==> src/rtl/cnn_layer_seq_pkg.sv <==
// rtl/cnn_layer_seq_pkg.sv - shared state encodings, phase constants and helpers for the layer sequencer
package cnn_layer_seq_pkg;

  typedef enum logic [2:0] {
    ST_IDLE  = 3'd0,
    ST_PRE   = 3'd1,
    ST_CSYNC = 3'd2,
    ST_DATA  = 3'd3,
    ST_POST  = 3'd4
  } state_e;

  localparam logic PH_PRE  = 1'b0;
  localparam logic PH_POST = 1'b1;

  localparam int PERF_W = 32;

  // Saturating increment for the performance counters.
  function automatic logic [PERF_W-1:0] sat_inc(input logic [PERF_W-1:0] v);
    return (v == {PERF_W{1'b1}}) ? v : v + {{(PERF_W-1){1'b0}}, 1'b1};
  endfunction

endpackage

==> src/rtl/cnn_layer_seq_if.sv <==
// rtl/cnn_layer_seq_if.sv - layer register, sync-handshake and scan-output bundle (CNN_CTRL_PERF_EN adds perf counters)
interface cnn_layer_seq_if #(
  parameter int W_SIZE    = 16,
  parameter int W_CHANNEL = 10,
  parameter int W_STRIDE  = 2
);
  logic [W_SIZE-1:0]    q_width;
  logic [W_SIZE-1:0]    q_height;
  logic [W_CHANNEL-1:0] q_channel;
  logic [W_CHANNEL-1:0] q_channel_out;
  logic [W_STRIDE-1:0]  q_stride;
  logic                 q_skip_pre;
  logic                 q_start;
  logic                 bm_csync_done;
  logic                 pe_csync_done;
  logic                 pp_load_done;
  logic                 pb_sync_done;
  logic                 i_data_ready;

  logic                 o_fb_load_req;
  logic                 o_ctrl_csync_run;
  logic                 o_ctrl_psync_run;
  logic                 o_ctrl_psync_phase;
  logic                 o_ctrl_data_run;
  logic                 o_data_valid;
  logic                 o_is_out_pos;
  logic                 o_is_first_row;
  logic                 o_is_last_row;
  logic                 o_is_first_col;
  logic                 o_is_last_col;
  logic                 o_is_first_chn;
  logic                 o_is_last_chn;
  logic                 o_is_first_chn_out;
  logic                 o_is_last_chn_out;
  logic [W_SIZE-1:0]    o_row;
  logic [W_SIZE-1:0]    o_col;
  logic [W_CHANNEL-1:0] o_chn;
  logic [W_CHANNEL-1:0] o_chn_out;
  logic                 o_layer_done;
  logic                 o_busy;
`ifdef CNN_CTRL_PERF_EN
  logic [31:0]          o_perf_data_cyc;
  logic [31:0]          o_perf_stall_cyc;
  logic [31:0]          o_perf_sync_cyc;
`endif

  modport master (
    output q_width, q_height, q_channel, q_channel_out, q_stride, q_skip_pre, q_start,
    output bm_csync_done, pe_csync_done, pp_load_done, pb_sync_done, i_data_ready,
    input  o_fb_load_req, o_ctrl_csync_run, o_ctrl_psync_run, o_ctrl_psync_phase,
    input  o_ctrl_data_run, o_data_valid, o_is_out_pos,
    input  o_is_first_row, o_is_last_row, o_is_first_col, o_is_last_col,
    input  o_is_first_chn, o_is_last_chn, o_is_first_chn_out, o_is_last_chn_out,
    input  o_row, o_col, o_chn, o_chn_out, o_layer_done, o_busy
`ifdef CNN_CTRL_PERF_EN
    , input o_perf_data_cyc, o_perf_stall_cyc, o_perf_sync_cyc
`endif
  );

  modport slave (
    input  q_width, q_height, q_channel, q_channel_out, q_stride, q_skip_pre, q_start,
    input  bm_csync_done, pe_csync_done, pp_load_done, pb_sync_done, i_data_ready,
    output o_fb_load_req, o_ctrl_csync_run, o_ctrl_psync_run, o_ctrl_psync_phase,
    output o_ctrl_data_run, o_data_valid, o_is_out_pos,
    output o_is_first_row, o_is_last_row, o_is_first_col, o_is_last_col,
    output o_is_first_chn, o_is_last_chn, o_is_first_chn_out, o_is_last_chn_out,
    output o_row, o_col, o_chn, o_chn_out, o_layer_done, o_busy
`ifdef CNN_CTRL_PERF_EN
    , output o_perf_data_cyc, o_perf_stall_cyc, o_perf_sync_cyc
`endif
  );

endinterface

==> src/rtl/cnn_layer_seq_scan_cnt.sv <==
// rtl/cnn_layer_seq_scan_cnt.sv - nested col/chn/row/chn_out scan counters with stride phase tracking
module cnn_scan_cnt
  import cnn_layer_seq_pkg::*;
#(
  parameter int W_SIZE    = 16,
  parameter int W_CHANNEL = 10,
  parameter int W_STRIDE  = 2
) (
  input  logic                 clk,
  input  logic                 rst,
  input  logic                 clear_i,
  input  logic                 advance_i,
  input  logic [W_SIZE-1:0]    width_i,
  input  logic [W_SIZE-1:0]    height_i,
  input  logic [W_CHANNEL-1:0] channel_i,
  input  logic [W_CHANNEL-1:0] channel_out_i,
  input  logic [W_STRIDE-1:0]  stride_i,
  output logic [W_SIZE-1:0]    col_o,
  output logic [W_SIZE-1:0]    row_o,
  output logic [W_CHANNEL-1:0] chn_o,
  output logic [W_CHANNEL-1:0] chn_out_o,
  output logic                 first_col_o,
  output logic                 last_col_o,
  output logic                 first_row_o,
  output logic                 last_row_o,
  output logic                 first_chn_o,
  output logic                 last_chn_o,
  output logic                 first_chn_out_o,
  output logic                 last_chn_out_o,
  output logic                 out_pos_o
);

  localparam logic [W_SIZE-1:0]    ONE_S = 1;
  localparam logic [W_CHANNEL-1:0] ONE_C = 1;
  localparam logic [W_STRIDE-1:0]  ONE_T = 1;

  logic [W_SIZE-1:0]    col_q, col_d, row_q, row_d;
  logic [W_CHANNEL-1:0] chn_q, chn_d, cho_q, cho_d;
  logic [W_STRIDE-1:0]  col_ph_q, col_ph_d, row_ph_q, row_ph_d;
  logic [W_STRIDE-1:0]  stride_m1;

  // Stride 0 behaves as stride 1, i.e. every position is an output position.
  assign stride_m1 = (stride_i == '0) ? '0 : stride_i - ONE_T;

  assign last_col_o     = (col_q == width_i - ONE_S);
  assign last_row_o     = (row_q == height_i - ONE_S);
  assign last_chn_o     = (chn_q == channel_i - ONE_C);
  assign last_chn_out_o = (cho_q == channel_out_i - ONE_C);
  assign first_col_o     = (col_q == '0);
  assign first_row_o     = (row_q == '0);
  assign first_chn_o     = (chn_q == '0);
  assign first_chn_out_o = (cho_q == '0);
  assign out_pos_o      = (col_ph_q == '0) && (row_ph_q == '0);

  assign col_o     = col_q;
  assign row_o     = row_q;
  assign chn_o     = chn_q;
  assign chn_out_o = cho_q;

  // Next position: col fastest, then chn, then row, then chn_out; phases track col/row modulo stride.
  always_comb begin
    col_d    = col_q;
    row_d    = row_q;
    chn_d    = chn_q;
    cho_d    = cho_q;
    col_ph_d = col_ph_q;
    row_ph_d = row_ph_q;
    if (clear_i) begin
      col_d    = '0;
      row_d    = '0;
      chn_d    = '0;
      cho_d    = '0;
      col_ph_d = '0;
      row_ph_d = '0;
    end else if (advance_i) begin
      if (!last_col_o) begin
        col_d    = col_q + ONE_S;
        col_ph_d = (col_ph_q == stride_m1) ? '0 : col_ph_q + ONE_T;
      end else begin
        col_d    = '0;
        col_ph_d = '0;
        if (!last_chn_o) begin
          chn_d = chn_q + ONE_C;
        end else begin
          chn_d = '0;
          if (!last_row_o) begin
            row_d    = row_q + ONE_S;
            row_ph_d = (row_ph_q == stride_m1) ? '0 : row_ph_q + ONE_T;
          end else begin
            row_d    = '0;
            row_ph_d = '0;
            cho_d    = last_chn_out_o ? '0 : cho_q + ONE_C;
          end
        end
      end
    end
  end

  // Counter registers.
  always_ff @(posedge clk or posedge rst) begin
    if (rst) begin
      col_q    <= '0;
      row_q    <= '0;
      chn_q    <= '0;
      cho_q    <= '0;
      col_ph_q <= '0;
      row_ph_q <= '0;
    end else begin
      col_q    <= col_d;
      row_q    <= row_d;
      chn_q    <= chn_d;
      cho_q    <= cho_d;
      col_ph_q <= col_ph_d;
      row_ph_q <= row_ph_d;
    end
  end

endmodule

==> src/rtl/cnn_layer_seq.sv <==
// rtl/cnn_layer_seq.sv - CNN layer sequencer FSM (PRE/CSYNC/DATA/POST); CNN_CTRL_PERF_EN adds cycle counters
module cnn_layer_seq
  import cnn_layer_seq_pkg::*;
#(
  parameter int W_SIZE    = 16,
  parameter int W_CHANNEL = 10,
  parameter int W_STRIDE  = 2
) (
  input logic             clk,
  input logic             rst,
  cnn_layer_seq_if.slave  bus
);

  state_e               state_q;
  logic                 fb_req_q;
  logic                 done_q;
  logic [W_SIZE-1:0]    width_q, height_q;
  logic [W_CHANNEL-1:0] channel_q, channel_out_q;
  logic [W_STRIDE-1:0]  stride_q;

  logic                 start_acc, data_valid, advance, busy;
  logic [W_SIZE-1:0]    col, row;
  logic [W_CHANNEL-1:0] chn, cho;
  logic f_col, l_col, f_row, l_row, f_chn, l_chn, f_cho, l_cho, out_pos;
  logic                 frame_last;

  assign busy       = (state_q != ST_IDLE);
  assign start_acc  = (state_q == ST_IDLE) && bus.q_start;
  assign data_valid = (state_q == ST_DATA);
  assign advance    = data_valid && bus.i_data_ready;
  assign frame_last = l_col && l_chn && l_row;

  cnn_scan_cnt #(
    .W_SIZE    (W_SIZE),
    .W_CHANNEL (W_CHANNEL),
    .W_STRIDE  (W_STRIDE)
  ) u_scan (
    .clk             (clk),
    .rst             (rst),
    .clear_i         (start_acc),
    .advance_i       (advance),
    .width_i         (width_q),
    .height_i        (height_q),
    .channel_i       (channel_q),
    .channel_out_i   (channel_out_q),
    .stride_i        (stride_q),
    .col_o           (col),
    .row_o           (row),
    .chn_o           (chn),
    .chn_out_o       (cho),
    .first_col_o     (f_col),
    .last_col_o      (l_col),
    .first_row_o     (f_row),
    .last_row_o      (l_row),
    .first_chn_o     (f_chn),
    .last_chn_o      (l_chn),
    .first_chn_out_o (f_cho),
    .last_chn_out_o  (l_cho),
    .out_pos_o       (out_pos)
  );

  // Layer FSM: shadows the layer registers on start, pulses fb_load_req on CSYNC entry and done on POST exit.
  always_ff @(posedge clk or posedge rst) begin
    if (rst) begin
      state_q       <= ST_IDLE;
      fb_req_q      <= 1'b0;
      done_q        <= 1'b0;
      width_q       <= '0;
      height_q      <= '0;
      channel_q     <= '0;
      channel_out_q <= '0;
      stride_q      <= '0;
    end else begin
      fb_req_q <= 1'b0;
      done_q   <= 1'b0;
      case (state_q)
        ST_IDLE: begin
          if (bus.q_start) begin
            width_q       <= bus.q_width;
            height_q      <= bus.q_height;
            channel_q     <= bus.q_channel;
            channel_out_q <= bus.q_channel_out;
            stride_q      <= bus.q_stride;
            state_q       <= bus.q_skip_pre ? ST_CSYNC : ST_PRE;
            fb_req_q      <= bus.q_skip_pre;
          end
        end
        ST_PRE: begin
          if (bus.pp_load_done) begin
            state_q  <= ST_CSYNC;
            fb_req_q <= 1'b1;
          end
        end
        ST_CSYNC: begin
          if (bus.bm_csync_done && bus.pe_csync_done) begin
            state_q <= ST_DATA;
          end
        end
        ST_DATA: begin
          if (advance && frame_last) begin
            if (l_cho) begin
              state_q <= ST_POST;
            end else begin
              state_q  <= ST_CSYNC;
              fb_req_q <= 1'b1;
            end
          end
        end
        ST_POST: begin
          if (bus.pb_sync_done) begin
            state_q <= ST_IDLE;
            done_q  <= 1'b1;
          end
        end
        default: state_q <= ST_IDLE;
      endcase
    end
  end

  assign bus.o_fb_load_req      = fb_req_q;
  assign bus.o_layer_done       = done_q;
  assign bus.o_busy             = busy;
  assign bus.o_ctrl_csync_run   = (state_q == ST_CSYNC);
  assign bus.o_ctrl_psync_run   = (state_q == ST_PRE) || (state_q == ST_POST);
  assign bus.o_ctrl_psync_phase = (state_q == ST_POST) ? PH_POST : PH_PRE;
  assign bus.o_ctrl_data_run    = data_valid;
  assign bus.o_data_valid       = data_valid;

  // Position flags read as 0 while idle so the reset/idle output state is all zeros.
  assign bus.o_is_out_pos       = busy && out_pos;
  assign bus.o_is_first_row     = busy && f_row;
  assign bus.o_is_last_row      = busy && l_row;
  assign bus.o_is_first_col     = busy && f_col;
  assign bus.o_is_last_col      = busy && l_col;
  assign bus.o_is_first_chn     = busy && f_chn;
  assign bus.o_is_last_chn      = busy && l_chn;
  assign bus.o_is_first_chn_out = busy && f_cho;
  assign bus.o_is_last_chn_out  = busy && l_cho;
  assign bus.o_row              = row;
  assign bus.o_col              = col;
  assign bus.o_chn              = chn;
  assign bus.o_chn_out          = cho;

`ifdef CNN_CTRL_PERF_EN
  logic [PERF_W-1:0] perf_data_q, perf_stall_q, perf_sync_q;

  // Saturating layer performance counters, cleared on each accepted start.
  always_ff @(posedge clk or posedge rst) begin
    if (rst) begin
      perf_data_q  <= '0;
      perf_stall_q <= '0;
      perf_sync_q  <= '0;
    end else if (start_acc) begin
      perf_data_q  <= '0;
      perf_stall_q <= '0;
      perf_sync_q  <= '0;
    end else begin
      if (data_valid) perf_data_q <= sat_inc(perf_data_q);
      if (data_valid && !bus.i_data_ready) perf_stall_q <= sat_inc(perf_stall_q);
      if (state_q == ST_CSYNC || state_q == ST_PRE || state_q == ST_POST)
        perf_sync_q <= sat_inc(perf_sync_q);
    end
  end

  assign bus.o_perf_data_cyc  = perf_data_q;
  assign bus.o_perf_stall_cyc = perf_stall_q;
  assign bus.o_perf_sync_cyc  = perf_sync_q;
`endif

endmodule

==> src/flat_wrapper.sv <==
// flat-port wrapper written by rule: the top's interface ports become plain ports
module cnn_layer_seq_flat import cnn_layer_seq_pkg::*;
#(
  parameter int W_SIZE    = 16,
  parameter int W_CHANNEL = 10,
  parameter int W_STRIDE  = 2
)
  (clk, rst, bus_q_width, bus_q_height, bus_q_channel, bus_q_channel_out, bus_q_stride, bus_q_skip_pre, bus_q_start, bus_bm_csync_done, bus_pe_csync_done, bus_pp_load_done, bus_pb_sync_done, bus_i_data_ready, bus_o_fb_load_req, bus_o_ctrl_csync_run, bus_o_ctrl_psync_run, bus_o_ctrl_psync_phase, bus_o_ctrl_data_run, bus_o_data_valid, bus_o_is_out_pos, bus_o_is_first_row, bus_o_is_last_row, bus_o_is_first_col, bus_o_is_last_col, bus_o_is_first_chn, bus_o_is_last_chn, bus_o_is_first_chn_out, bus_o_is_last_chn_out, bus_o_row, bus_o_col, bus_o_chn, bus_o_chn_out, bus_o_layer_done, bus_o_busy);
  cnn_layer_seq_if #(.W_SIZE(W_SIZE), .W_CHANNEL(W_CHANNEL), .W_STRIDE(W_STRIDE)) bus_i ();
  input logic clk;
  input logic rst;
  input wire logic [$bits(bus_i.q_width)-1:0] bus_q_width;
  input wire logic [$bits(bus_i.q_height)-1:0] bus_q_height;
  input wire logic [$bits(bus_i.q_channel)-1:0] bus_q_channel;
  input wire logic [$bits(bus_i.q_channel_out)-1:0] bus_q_channel_out;
  input wire logic [$bits(bus_i.q_stride)-1:0] bus_q_stride;
  input wire logic [$bits(bus_i.q_skip_pre)-1:0] bus_q_skip_pre;
  input wire logic [$bits(bus_i.q_start)-1:0] bus_q_start;
  input wire logic [$bits(bus_i.bm_csync_done)-1:0] bus_bm_csync_done;
  input wire logic [$bits(bus_i.pe_csync_done)-1:0] bus_pe_csync_done;
  input wire logic [$bits(bus_i.pp_load_done)-1:0] bus_pp_load_done;
  input wire logic [$bits(bus_i.pb_sync_done)-1:0] bus_pb_sync_done;
  input wire logic [$bits(bus_i.i_data_ready)-1:0] bus_i_data_ready;
  output wire logic [$bits(bus_i.o_fb_load_req)-1:0] bus_o_fb_load_req;
  output wire logic [$bits(bus_i.o_ctrl_csync_run)-1:0] bus_o_ctrl_csync_run;
  output wire logic [$bits(bus_i.o_ctrl_psync_run)-1:0] bus_o_ctrl_psync_run;
  output wire logic [$bits(bus_i.o_ctrl_psync_phase)-1:0] bus_o_ctrl_psync_phase;
  output wire logic [$bits(bus_i.o_ctrl_data_run)-1:0] bus_o_ctrl_data_run;
  output wire logic [$bits(bus_i.o_data_valid)-1:0] bus_o_data_valid;
  output wire logic [$bits(bus_i.o_is_out_pos)-1:0] bus_o_is_out_pos;
  output wire logic [$bits(bus_i.o_is_first_row)-1:0] bus_o_is_first_row;
  output wire logic [$bits(bus_i.o_is_last_row)-1:0] bus_o_is_last_row;
  output wire logic [$bits(bus_i.o_is_first_col)-1:0] bus_o_is_first_col;
  output wire logic [$bits(bus_i.o_is_last_col)-1:0] bus_o_is_last_col;
  output wire logic [$bits(bus_i.o_is_first_chn)-1:0] bus_o_is_first_chn;
  output wire logic [$bits(bus_i.o_is_last_chn)-1:0] bus_o_is_last_chn;
  output wire logic [$bits(bus_i.o_is_first_chn_out)-1:0] bus_o_is_first_chn_out;
  output wire logic [$bits(bus_i.o_is_last_chn_out)-1:0] bus_o_is_last_chn_out;
  output wire logic [$bits(bus_i.o_row)-1:0] bus_o_row;
  output wire logic [$bits(bus_i.o_col)-1:0] bus_o_col;
  output wire logic [$bits(bus_i.o_chn)-1:0] bus_o_chn;
  output wire logic [$bits(bus_i.o_chn_out)-1:0] bus_o_chn_out;
  output wire logic [$bits(bus_i.o_layer_done)-1:0] bus_o_layer_done;
  output wire logic [$bits(bus_i.o_busy)-1:0] bus_o_busy;
  assign bus_i.q_width = bus_q_width;
  assign bus_i.q_height = bus_q_height;
  assign bus_i.q_channel = bus_q_channel;
  assign bus_i.q_channel_out = bus_q_channel_out;
  assign bus_i.q_stride = bus_q_stride;
  assign bus_i.q_skip_pre = bus_q_skip_pre;
  assign bus_i.q_start = bus_q_start;
  assign bus_i.bm_csync_done = bus_bm_csync_done;
  assign bus_i.pe_csync_done = bus_pe_csync_done;
  assign bus_i.pp_load_done = bus_pp_load_done;
  assign bus_i.pb_sync_done = bus_pb_sync_done;
  assign bus_i.i_data_ready = bus_i_data_ready;
  assign bus_o_fb_load_req = bus_i.o_fb_load_req;
  assign bus_o_ctrl_csync_run = bus_i.o_ctrl_csync_run;
  assign bus_o_ctrl_psync_run = bus_i.o_ctrl_psync_run;
  assign bus_o_ctrl_psync_phase = bus_i.o_ctrl_psync_phase;
  assign bus_o_ctrl_data_run = bus_i.o_ctrl_data_run;
  assign bus_o_data_valid = bus_i.o_data_valid;
  assign bus_o_is_out_pos = bus_i.o_is_out_pos;
  assign bus_o_is_first_row = bus_i.o_is_first_row;
  assign bus_o_is_last_row = bus_i.o_is_last_row;
  assign bus_o_is_first_col = bus_i.o_is_first_col;
  assign bus_o_is_last_col = bus_i.o_is_last_col;
  assign bus_o_is_first_chn = bus_i.o_is_first_chn;
  assign bus_o_is_last_chn = bus_i.o_is_last_chn;
  assign bus_o_is_first_chn_out = bus_i.o_is_first_chn_out;
  assign bus_o_is_last_chn_out = bus_i.o_is_last_chn_out;
  assign bus_o_row = bus_i.o_row;
  assign bus_o_col = bus_i.o_col;
  assign bus_o_chn = bus_i.o_chn;
  assign bus_o_chn_out = bus_i.o_chn_out;
  assign bus_o_layer_done = bus_i.o_layer_done;
  assign bus_o_busy = bus_i.o_busy;
  cnn_layer_seq #(.W_SIZE(W_SIZE), .W_CHANNEL(W_CHANNEL), .W_STRIDE(W_STRIDE)) u_core (.clk(clk), .rst(rst), .bus(bus_i));
endmodule
==> config.mk <==
export PLATFORM = sky130hd
export DESIGN_NAME = cnn_layer_seq_flat
export DESIGN_NICKNAME = d
export VERILOG_FILES = /design/src/rtl/cnn_layer_seq_pkg.sv /design/src/rtl/cnn_layer_seq_if.sv /design/src/rtl/cnn_layer_seq_scan_cnt.sv /design/src/rtl/cnn_layer_seq.sv /design/src/flat_wrapper.sv
export SDC_FILE = /design/constraint.sdc
export NUM_CORES = 1
export LEC_CHECK = 0
export ABC_AREA = 1
export CAP_MARGIN = 10
export CORE_ASPECT_RATIO = 0.9
export CORE_MARGIN = 8
export CORE_UTILIZATION = 45
export CTS_CLUSTER_SIZE = 20
export DETAILED_ROUTE_END_ITERATION = 12
export PLACE_DENSITY = 0.69
export SLEW_MARGIN = 20
export SYNTH_ARGS = -nofsm -noshare
export SYNTH_HDL_FRONTEND = slang
export SYNTH_SLANG_ARGS = --single-unit
==> constraint.sdc <==
create_clock -name clk -period 8.6 [get_ports clk]
set_input_delay 2.15 -clock clk [delete_from_list [all_inputs] [get_ports clk]]
set_output_delay 2.15 -clock clk [all_outputs]
set_load 0.005 [all_outputs]
==> impl_metrics.tcl <==
set metrics [dict create \
    status "finished, final reports clean" \
    viasPerCell 5.05 \
    hold_buffers 0 \
    rsz0062_at_grt "false" \
    powerDensity_mw_per_mm2 296 \
    post_cts_buffers 0 \
    io_buffers 131 \
    setup_viol 0 \
    hold_violations 0 \
    drt-total-wl_um 22700 \
    syn_area_mm2 0.00816 \
    num_vias 7928 \
    io_pins 132 \
    crit_start "u_core.height_q[0]$_DFFE_PP0P_" \
    power_frac_comb 0.477 \
    seqPwrFrac 0.304 \
    synth.area.top_cells "dfrtp_1 35%, nand2_1 17%, inv_1 6.2%, nand3_1 5.9%, nor2_1 5.7%" \
    dr.pass1.iters 6 \
    hp-start "u_core.channel_q[9]$_DFFE_PP0P_" \
    synth_common_cells "374 x nand2_1, 134 x inv_1, 124 x nor2_1" \
    antenna_found_initial 0 \
    cts_sinks 115 \
    skew_ns 0.0102 \
    nNetsFinal 1398 \
    clk_path_buf_depth 2 \
    ir_drop_uv 152 \
    cts_made_buffers 17 \
    n_antenna_cell 0 \
    yosysTopAreaCellShare 0.353 \
    p_sw_uw 1310 \
    ys_ff_latch 115 \
    grt_max_degree 94 \
    max-slew-margin-rel 0.381 \
    setup_tns_ns 0 \
    fmax_mhz 193 \
    tightest_slew_ns 0.928 \
    root_buffer "clkbuf_16" \
    yosysUniqueCellTypes 43 \
    cp_slowest_cell "clkdlybuf4s50_1" \
    synth.yosys.seq_area_share 0.353 \
    cts_tree "yes" \
    clock_latency_ns 0.42 \
    fillers 1668 \
    synth_edf_count 0 \
    fin_crit_sh 0.602 \
    r2r_start "u_core.state_q[0]$_DFFE_PP0P_" \
    fp.dieArea_mm2 0.0227 \
    ys_warn_count 0 \
    cts_resized 0 \
    wl_per_cell_um 14.5 \
    yosysTopAreaCell "dfrtp_1" \
    grt_usage 0.205 \
    instances_no_fill 1571 \
    first_iter_violations 699 \
    syn_inst 1195 \
    synthArstFlopShare 1.00 \
    crit_buf_inv 2 \
    die_w_um 158 \
    overflow 0 \
    rows 46 \
    fp.coreArea_mm2 0.0177 \
    worstSetupPathType "reg2out" \
    grt_pass1_vias 7531 \
    max_stage_delay_ns 0.55 \
    cp-end-kind "primary output" \
    dp.cells 1542 \
    synthesis.nets 1272 \
    cp_data_arrival_time_ns 3.03 \
    area_delta_synth_final_pct 25.1 \
    fp.dieH_um 144 \
    hold_class "reg2reg" \
    startpoint_type "flip-flop" \
    drc 0 \
    crit_fanout 5 \
    p_int_uw 1700 \
    cp_top_family "simple AND/OR/NAND/NOR gates" \
    syn_area_per_cell_um2 6.83 \
    final.min_clock_period_ns 5.18 \
    grt_pass1_wl_um 37100 \
    synth_ff_type "dfrtp_1" \
    drive_gt1_frac 0.0624 \
    crit_top_cell "nand2_1" \
    pre_cts_slack_ns 3.78 \
    cp_data_required_time_ns 6.45 \
    clk_pin_slew_worst_paths_ns 0.05 \
    gp_congestion 0.888 \
    yosysMostFrequentCell "nand2_1" \
    p_clk_frac 0.220 \
    swShare 0.436 \
    start_util 0.462 \
    dp_hpwl_um 17100 \
    h-tree-depth 4 \
    fin_util 0.577 \
    fin_ws_ns 3.42 \
    maxSlewViolCount 0 \
    ant_nets 0 \
    leakagePower_uw 0.00474 \
    cp_cell_sequence "inv_1 > ha_1 > nand2_1 > o21ai_0 > nand2_1 > nand2_1 > nand2_1 > nor3b_1 > nand3_1 > nor2_1 > clkdlybuf4s50_1" \
    max-cap-violations 0 \
]
==> worst paths after layout <==
kind,to,slack [ns],depth (start not counted)
max,bus_o_is_last_row,3.42,11
max in group asynchronous,u_core.channel_out_q[2]$_DFFE_PP0P_,5.12,3
max reg2reg,u_core.u_scan.row_o[2]$_DFFE_PP0P_,5.61,11
min in group asynchronous,u_core.width_q[13]$_DFFE_PP0P_,2.14,2
min,u_core.channel_q[9]$_DFFE_PP0P_,0.50,2
min reg2reg,u_core.channel_q[9]$_DFFE_PP0P_,0.50,2
==> cell usage in the layout, fill, tap and decap left out, types with 14 or more instances in the layout <==
cell type / Yosys / final
o21ai_2: 14 / 14
dfrtp_1: 115 / 115
ha_1: 14 / 14
clkbuf_16: 0 / 17
o21ai_0: 66 / 66
xor2_1: 50 / 50
nor4_1: 14 / 14
nor3_1: 28 / 28
nand2_1: 374 / 374
clkdlybuf4s50_1: 0 / 131
nor2_1: 124 / 124
nand4_1: 33 / 33
inv_1: 134 / 133
xnor2_1: 21 / 21
nand3_1: 96 / 96
==> routing by layer <==
layer | track usage | vias to the layer above | wire length, um
met4 | 0.0501 | 0 | 202
met5 | 0 | - | 0
li1 | - | 4085 | -
met1 | 0.280 | 3594 | 11000
met3 | 0.0438 | 20 | 1500
met2 | 0.322 | 229 | 10000
==> cells by family after synthesis <==
| kind of cell | Yosys count | synth area share |
|---|---|---|
| AND/OR/NAND/NOR | 709 | 0.383 |
| XOR/XNOR | 72 | 0.0782 |
| adder cells (fa/ha/maj) | 14 | 0.0215 |
| flip-flops | 115 | 0.353 |
| AO/OA/AOI/OAI | 115 | 0.0816 |
| buffers and inverters | 170 | 0.0830 |
==> worst reg2reg max path, delay by kind of cell, from the launching register on <==
kind | cells | cell delay (ns)
and+or+nand+nor | 7 | 1.87
DFF | 1 | 0.41
buffers and inverters | 3 | 0.53
AOI/OAI and AO/OA | 1 | 0.06
==> state kept, by name (all words and copies together) (netlist names) <==
name,flops
u_core.u_scan.row_o,16
u_core.u_scan.row_ph_q,2
u_core.width_q,16
u_core.u_scan.chn_out_o,10
u_core.state_q,3
u_core.height_q,16
u_core.channel_out_q,10
u_core.u_scan.col_ph_q,2
u_core.channel_q,10
u_core.u_scan.chn_o,10
u_core.bus.o_layer_done,1
u_core.u_scan.col_o,16
u_core.stride_q,2
u_core.bus.o_fb_load_req,1
==> final cells by class <==
type	count	area (um2)	share of cell area
Timing Repair Buffer	134	1330	0.131
Tap cell	240	300	0.0294
Sequential cell	115	2880	0.282
Inverter	143	539	0.0529
Multi-Input combinational cell	910	4610	0.452
Clock buffer	23	488	0.0478
Clock inverter	6	55.1	0.00540
==> power by group through the flow <==
stage                     logic, uW  clock network [uW]  registers (uW)
after CTS                      1440                 672             914
after floorplan                1060                   0             867
after global placement         1410                   0             917
final                          1440                 662             916
after global routing           1650                 697             942
after detailed placement       1440                   0             917
==> stage by stage <==
step           power, uW  hold slack [ns]  cell area [um2]
2_1_floorplan       1920            0.461             8160
3_3_place_gp        2330            0.478             9660
3_5_place_dp        2350            0.495             9660
4_1_cts             3030            0.507            10200
5_1_grt             3290            0.518            10200
6_report            3010            0.502            10200
(Power assumes the default switching activity.)
